[config.mk]
export PLATFORM = sky130hd
export DESIGN_NAME = core_local_interruptor_flat
export DESIGN_NICKNAME = d
export VERILOG_FILES = /design/src/rtl/core_local_interruptor_if.sv /design/src/rtl/core_local_interruptor.sv /design/src/flat_wrapper.sv
export SDC_FILE = /design/constraint.sdc
export NUM_CORES = 1
export LEC_CHECK = 0
export BUFFER_PORTS_ARGS = -buffer_cell sky130_fd_sc_hd__buf_2
export CELL_PAD_IN_SITES_DETAIL_PLACEMENT = 2
export CELL_PAD_IN_SITES_GLOBAL_PLACEMENT = 2
export CORE_MARGIN = 1.5
export CORE_UTILIZATION = 28
export CTS_BUF_LIST = sky130_fd_sc_hd__clkbuf_16
export DETAILED_ROUTE_END_ITERATION = 6
export PLACE_DENSITY_LB_ADDON = 0.1
export SLEW_MARGIN = 30
export SYNTH_ARGS = -nofsm -noshare
export SYNTH_HDL_FRONTEND = slang
export SYNTH_SLANG_ARGS = --single-unit
[constraint.sdc]
create_clock -name clock -period 2.2 [get_ports clock]
set_input_delay 0.33 -clock clock [delete_from_list [all_inputs] [get_ports clock]]
set_output_delay 0.33 -clock clock [all_outputs]
set_load 0.005 [all_outputs]
[src/rtl/core_local_interruptor_if.sv]
// Data-bus interface between the core (master) and the core-local
// interruptor (slave).
//   rd_en / wr_en : request strobes, held by the master until ack
//   addr          : byte offset within the block
//   wr_data       : store data
//   rd_data       : load data, valid while ack is high
//   ack           : one-cycle request-complete pulse
interface core_local_interruptor_if #(
    parameter int DATA_SIZE = 32
);
    logic                 rd_en;
    logic                 wr_en;
    logic [15:0]          addr;
    logic [DATA_SIZE-1:0] wr_data;
    logic [DATA_SIZE-1:0] rd_data;
    logic                 ack;

    modport master (
        output rd_en, wr_en, addr, wr_data,
        input  rd_data, ack
    );

    modport slave (
        input  rd_en, wr_en, addr, wr_data,
        output rd_data, ack
    );
endinterface

[src/rtl/core_local_interruptor.sv]
// Core-local interruptor: memory-mapped msip/ssip/mtime/mtimecmp registers
// with a free-running prescaled mtime counter.
//   clock    : system clock, rising edge
//   reset    : asynchronous, active-low
//   bus      : slave side of the data bus (rd_en, wr_en, addr, wr_data,
//              rd_data, ack)
//   msip     : machine software-interrupt register (bit 0 only)
//   ssip     : supervisor software-interrupt register (bit 0 only)
//   mtime    : 64-bit timer counter
//   mtimecmp : 64-bit timer compare
//
// Bus FSM
//   state | meaning
//   IDLE  | waiting for rd_en/wr_en; on a request capture rd_data, do write
//   ACK   | ack high for exactly one cycle, rd_data stable
//   HOLD  | wait for the requester to drop rd_en and wr_en
module core_local_interruptor #(
    parameter int DATA_SIZE             = 32,
    parameter int CLOCK_CYCLES_PER_TICK = 10
) (
    input  logic                     clock,
    input  logic                     reset,
    core_local_interruptor_if.slave  bus,
    output logic [DATA_SIZE-1:0]     msip,
    output logic [DATA_SIZE-1:0]     ssip,
    output logic [63:0]              mtime,
    output logic [63:0]              mtimecmp
);

    localparam bit IS32 = (DATA_SIZE == 32);
    localparam int PW   = (CLOCK_CYCLES_PER_TICK > 1) ? $clog2(CLOCK_CYCLES_PER_TICK) : 1;
    localparam logic [PW-1:0] PRESC_LAST = PW'(CLOCK_CYCLES_PER_TICK - 1);

    typedef enum logic [1:0] {
        IDLE = 2'd0,
        ACK  = 2'd1,
        HOLD = 2'd2
    } state_t;

    state_t               state_q, state_d;
    logic [PW-1:0]        presc_q, presc_d;
    logic                 msip_q, msip_d;
    logic                 ssip_q, ssip_d;
    logic [63:0]          mtime_q, mtime_d;
    logic [63:0]          mtimecmp_q, mtimecmp_d;
    logic [DATA_SIZE-1:0] rd_data_q, rd_data_d;
    logic [DATA_SIZE-1:0] rd_value;

    logic [13:0] word;
    logic        unused_addr_lsb;
    logic        req, start, do_wr, tick;
    logic        sel_msip, sel_ssip, sel_cmp_lo, sel_cmp_hi, sel_time_lo, sel_time_hi;
    logic [63:0] wr64;

    // Word address; byte lanes within a word are not decoded.
    assign word            = bus.addr[15:2];
    assign unused_addr_lsb = ^bus.addr[1:0];

    assign sel_msip    = (word == 14'h0000);
    assign sel_ssip    = (word == 14'h3000);
    assign sel_cmp_lo  = (word == 14'h1000);
    assign sel_cmp_hi  = IS32 && (word == 14'h1001);
    assign sel_time_lo = (word == 14'h2FFE);
    assign sel_time_hi = IS32 && (word == 14'h2FFF);

    assign req   = bus.rd_en | bus.wr_en;
    assign start = (state_q == IDLE) && req;
    assign do_wr = start && bus.wr_en;
    assign wr64  = 64'(bus.wr_data);

    // With a single-cycle tick the prescaler sits at 0 and ticks every cycle.
    assign tick = (presc_q == PRESC_LAST);

    always_comb begin
        rd_value = '0;
        if (sel_msip)
            rd_value = {{(DATA_SIZE-1){1'b0}}, msip_q};
        else if (sel_ssip)
            rd_value = {{(DATA_SIZE-1){1'b0}}, ssip_q};
        else if (sel_cmp_lo)
            rd_value = mtimecmp_q[DATA_SIZE-1:0];
        else if (sel_cmp_hi)
            rd_value = DATA_SIZE'(mtimecmp_q[63:32]);
        else if (sel_time_lo)
            rd_value = mtime_q[DATA_SIZE-1:0];
        else if (sel_time_hi)
            rd_value = DATA_SIZE'(mtime_q[63:32]);
    end

    always_comb begin
        presc_d    = tick ? '0 : presc_q + PW'(1);
        msip_d     = msip_q;
        ssip_d     = ssip_q;
        mtimecmp_d = mtimecmp_q;
        mtime_d    = tick ? mtime_q + 64'd1 : mtime_q;

        if (do_wr) begin
            if (sel_msip)
                msip_d = bus.wr_data[0];
            if (sel_ssip)
                ssip_d = bus.wr_data[0];
            if (sel_cmp_lo)
                mtimecmp_d = IS32 ? {mtimecmp_q[63:32], wr64[31:0]} : wr64;
            if (sel_cmp_hi)
                mtimecmp_d = {wr64[31:0], mtimecmp_q[31:0]};
            // A bus write to mtime replaces the tick; the untouched half
            // keeps its current value, so no carry crosses halves.
            if (sel_time_lo)
                mtime_d = IS32 ? {mtime_q[63:32], wr64[31:0]} : wr64;
            if (sel_time_hi)
                mtime_d = {wr64[31:0], mtime_q[31:0]};
        end
    end

    always_comb begin
        state_d   = state_q;
        rd_data_d = rd_data_q;
        case (state_q)
            IDLE: begin
                if (req) begin
                    state_d   = ACK;
                    rd_data_d = rd_value;
                end
            end
            ACK: begin
                state_d = HOLD;
            end
            HOLD: begin
                if (!req) begin
                    state_d   = IDLE;
                    rd_data_d = '0;
                end
            end
            default: begin
                state_d   = IDLE;
                rd_data_d = '0;
            end
        endcase
    end

    always_ff @(posedge clock or negedge reset) begin
        if (!reset) begin
            state_q    <= IDLE;
            presc_q    <= '0;
            msip_q     <= 1'b0;
            ssip_q     <= 1'b0;
            mtime_q    <= '0;
            mtimecmp_q <= '1;
            rd_data_q  <= '0;
        end else begin
            state_q    <= state_d;
            presc_q    <= presc_d;
            msip_q     <= msip_d;
            ssip_q     <= ssip_d;
            mtime_q    <= mtime_d;
            mtimecmp_q <= mtimecmp_d;
            rd_data_q  <= rd_data_d;
        end
    end

    // ack is decoded from the state register so it falls as soon as reset
    // asserts, without waiting for a clock edge.
    assign bus.ack     = (state_q == ACK);
    assign bus.rd_data = rd_data_q;

    assign msip     = {{(DATA_SIZE-1){1'b0}}, msip_q};
    assign ssip     = {{(DATA_SIZE-1){1'b0}}, ssip_q};
    assign mtime    = mtime_q;
    assign mtimecmp = mtimecmp_q;

endmodule

[src/flat_wrapper.sv]
// flat-port wrapper written by rule: the top's interface ports become plain ports
module core_local_interruptor_flat 
#(
    parameter int DATA_SIZE             = 32,
    parameter int CLOCK_CYCLES_PER_TICK = 10
)
  (clock, reset, msip, ssip, mtime, mtimecmp, bus_rd_en, bus_wr_en, bus_addr, bus_wr_data, bus_rd_data, bus_ack);
  core_local_interruptor_if #(.DATA_SIZE(DATA_SIZE)) bus_i ();
  input  logic clock;
  input  logic reset;
  output logic [DATA_SIZE-1:0] msip;
  output logic [DATA_SIZE-1:0] ssip;
  output logic [63:0] mtime;
  output logic [63:0] mtimecmp;
  input wire logic [$bits(bus_i.rd_en)-1:0] bus_rd_en;
  input wire logic [$bits(bus_i.wr_en)-1:0] bus_wr_en;
  input wire logic [$bits(bus_i.addr)-1:0] bus_addr;
  input wire logic [$bits(bus_i.wr_data)-1:0] bus_wr_data;
  output wire logic [$bits(bus_i.rd_data)-1:0] bus_rd_data;
  output wire logic [$bits(bus_i.ack)-1:0] bus_ack;
  assign bus_i.rd_en = bus_rd_en;
  assign bus_i.wr_en = bus_wr_en;
  assign bus_i.addr = bus_addr;
  assign bus_i.wr_data = bus_wr_data;
  assign bus_rd_data = bus_i.rd_data;
  assign bus_ack = bus_i.ack;
  core_local_interruptor #(.DATA_SIZE(DATA_SIZE), .CLOCK_CYCLES_PER_TICK(CLOCK_CYCLES_PER_TICK)) u_core (.clock(clock), .reset(reset), .bus(bus_i), .msip(msip), .ssip(ssip), .mtime(mtime), .mtimecmp(mtimecmp));
endmodule
==> impl_metrics.tcl <==
set metrics [dict create \
    status "finished, violations left" \
    netlist_instances 991 \
    grt_pass1_vias 9948 \
    nNetsFinal 1394 \
    synthTopCellsByCount "nor2_1 (105), dfrtp_1 (104), a21oi_1 (80)" \
    max_cap_viol_count 0 \
    r2r_cells 6 \
    multi_input_area_um2 4810 \
    grt_pass1_wl_um 60000 \
    finalNonFillerCells 1796 \
    ios 277 \
    cts_sinks 168 \
    port_buffers 212 \
    diodes 0 \
    power_density_nw_per_um2 548 \
    dp_cells 1754 \
    fin_worst_skew_ps 11.2 \
    routed-via-count 9161 \
    synth.distinct_cells 59 \
    drcViolationCount 0 \
    fin_util_pct 39.3 \
    core_um2 32800 \
    drt_first_iter_violations 377 \
    fin_crit_ps 2230 \
    worst_slew_pin_slew_ps 742 \
    seq_area_frac_synth_pct 45.6 \
    netlist.area_leader.share_pct 27.7 \
    hpwl_um 29600 \
    required_ps 2570 \
    clk_pin_slew_ps 70 \
    vdd.ir_drop.worst_mv 0.546 \
    dieWidth_um 186 \
    setup_viol 3 \
    syn_to_final_growth_pct 37.0 \
    seq_area_um2 4280 \
    worstSetupEndpointType "flop" \
    grt_max_degree 50 \
    syn_area_per_cell_um2 9.48 \
    rsz0062_at_grt "yes" \
    post-synth-top-area-cell "dfrtp_1" \
    clock_latency_ps 450 \
    fin_tns_setup_ps -73.5 \
    place_ws_ps -229 \
    slew_violations 0 \
    ys_async_sr_fraction_pct 100 \
    post_drt_wl_per_cell_um 21.9 \
    initial_core_util_pct 28.7 \
    h-tree-depth 4 \
    drtPass1Iterations 4 \
    synth-main-ff-cell "dfrtp_1" \
    synthesis.area_um2 9390 \
    vias_per_cell 5.10 \
    root_buffer "clkbuf_16" \
    violations "setup timing" \
    synth_edf_count 0 \
    yosysMostFrequentCell "nor2_1" \
    relSlewSlack_pct 50.1 \
    hold_violations 0 \
    cts_tree "built" \
    grt_use_total_pct 23.2 \
    cts_max_path_buffers 2 \
    min_path_type "input port to flop" \
    wirelength_um 39300 \
    max_freq_ghz 0.448 \
    die_h_um 186 \
    cts_buffers 17 \
    yosysWarnings 0 \
    worst-setup-path-type "flop to flop" \
    synth_seq_cells 168 \
    cp-start-kind "flop" \
    cp.arrival_ps 2600 \
    die-area_um2 34700 \
    whs_path_depth 2 \
    fin_ws_ps -33.2 \
    fp-row-count 66 \
    cp_max_fo 3 \
    antenna_left 0 \
    placed_area_um2 12000 \
    synth_area_leaders "dfrtp_1 (28%), dfstp_2 (18%), mux2_2 (7.8%), buf_4 (5.1%), a21oi_1 (4.3%)" \
    leakage_nw 6.06 \
    finalCritPeriodShare_pct 102 \
    nFillCells 3726 \
    antenna_found_initial 0 \
    design_area_um2 12900 \
    drive_gt1_share_pct 44.3 \
    gp_congestion 0.812 \
    gr-total-overflow 0 \
]
## cell usage in the layout, fill, tap and decap left out, types with 18 or more instances in the layout
| master | n |
|---|---|
| mux2i_1 | 39 |
| buf_4 | 168 |
| dfrtp_1 | 104 |
| o21ai_0 | 64 |
| mux2_2 | 65 |
| conb_1 | 62 |
| a21oi_1 | 79 |
| nor2_1 | 103 |
| buf_2 | 211 |
| nand3_1 | 30 |
| dfstp_2 | 64 |
| nand4_1 | 25 |
| nor3_1 | 25 |
| nand2_1 | 53 |
| inv_1 | 18 |
| a22oi_1 | 30 |
## routing by layer
layer	up-vias	track usage [%]	routed length [um]	part of all wire, %
met5	-	0	0	0
met4	0	5.10	415	1.1
met3	23	3.39	1370	3.5
met2	211	40.4	19500	49
met1	4717	30.3	18100	46
li1	4210	-	-	-
## worst max-delay path: stages, from the launching register on
cell       delay (ps)
dfrtp_1           390
nand4bb_1         300
nor3_2            270
nand4_1           190
or3_4             420
or4_4             440
a21oi_2           140
## cells by family after synthesis
group,share of synthesized area (%)
and+or+nand+nor,16.5
AOI/OAI and AO/OA,16.9
DFF,45.6
buffers and inverters,8.31
muxes,11.9
xor gates and xnor gates,0.559
adders and majority gates,0.133
other,0.0399
## power by group
group          leakage, nW  total, mW  switching, mW  internal (mW)
Sequential            1.91       3.14         0.0193           3.12
Clock                0.268       3.02           1.37           1.65
Combinational         3.87      0.898          0.672          0.226
Total                 6.06       7.06           2.06           4.99
## per-stage QoR
| stage | hold slack [ps] | power (mW) |
|---|---|---|
| final | 180 | 7.06 |
| after global placement | 324 | 4.07 |
| after CTS | 158 | 7.15 |
| after global routing | 175 | 7.32 |
| after floorplan | 34.4 | 3.62 |
| after detailed placement | 315 | 4.08 |
## final cells by class
type	count	share of cell area [%]
Multi-Input combinational cell	743	37.3
Sequential cell	168	33.3
Timing Repair Buffer	395	20.2
Tap cell	442	4.30
Clock buffer	17	3.31
Clock inverter	15	1.08
Inverter	16	0.467
## final timing paths
path                                         from                      to  slack (ps)
hold / removal                    bus_wr_data[16]     u_core.mtimecmp[16]         180
setup reg to reg                u_core.presc_q[1]        u_core.mtime[55]         -30
max in group asynchronous                   reset     u_core.mtimecmp[19]        1050
setup / recovery                u_core.presc_q[1]        u_core.mtime[55]         -30
min in group asynchronous                   reset   u_core.bus.rd_data[7]         420
hold reg to reg            u_core.bus.rd_data[12]  u_core.bus.rd_data[12]         520
## repair_timing
item	in CTS	in global routing
hold buffers	1	0
gates cloned	0	0
hold endpoints to repair	21	0
buffers inserted	4	6
pin swaps	8	15
resized for setup	20	21
setup endpoints to repair	17	30
## registers in the layout, summed over array words and instances, names as in the netlist
register            cells
u_core.bus.rd_data     32
u_core.msip_q           1
u_core.presc_q          4
u_core.ssip_q           1
u_core.state_q          2
u_core.mtime           64
u_core.mtimecmp        64
(Power assumes the default switching activity.)
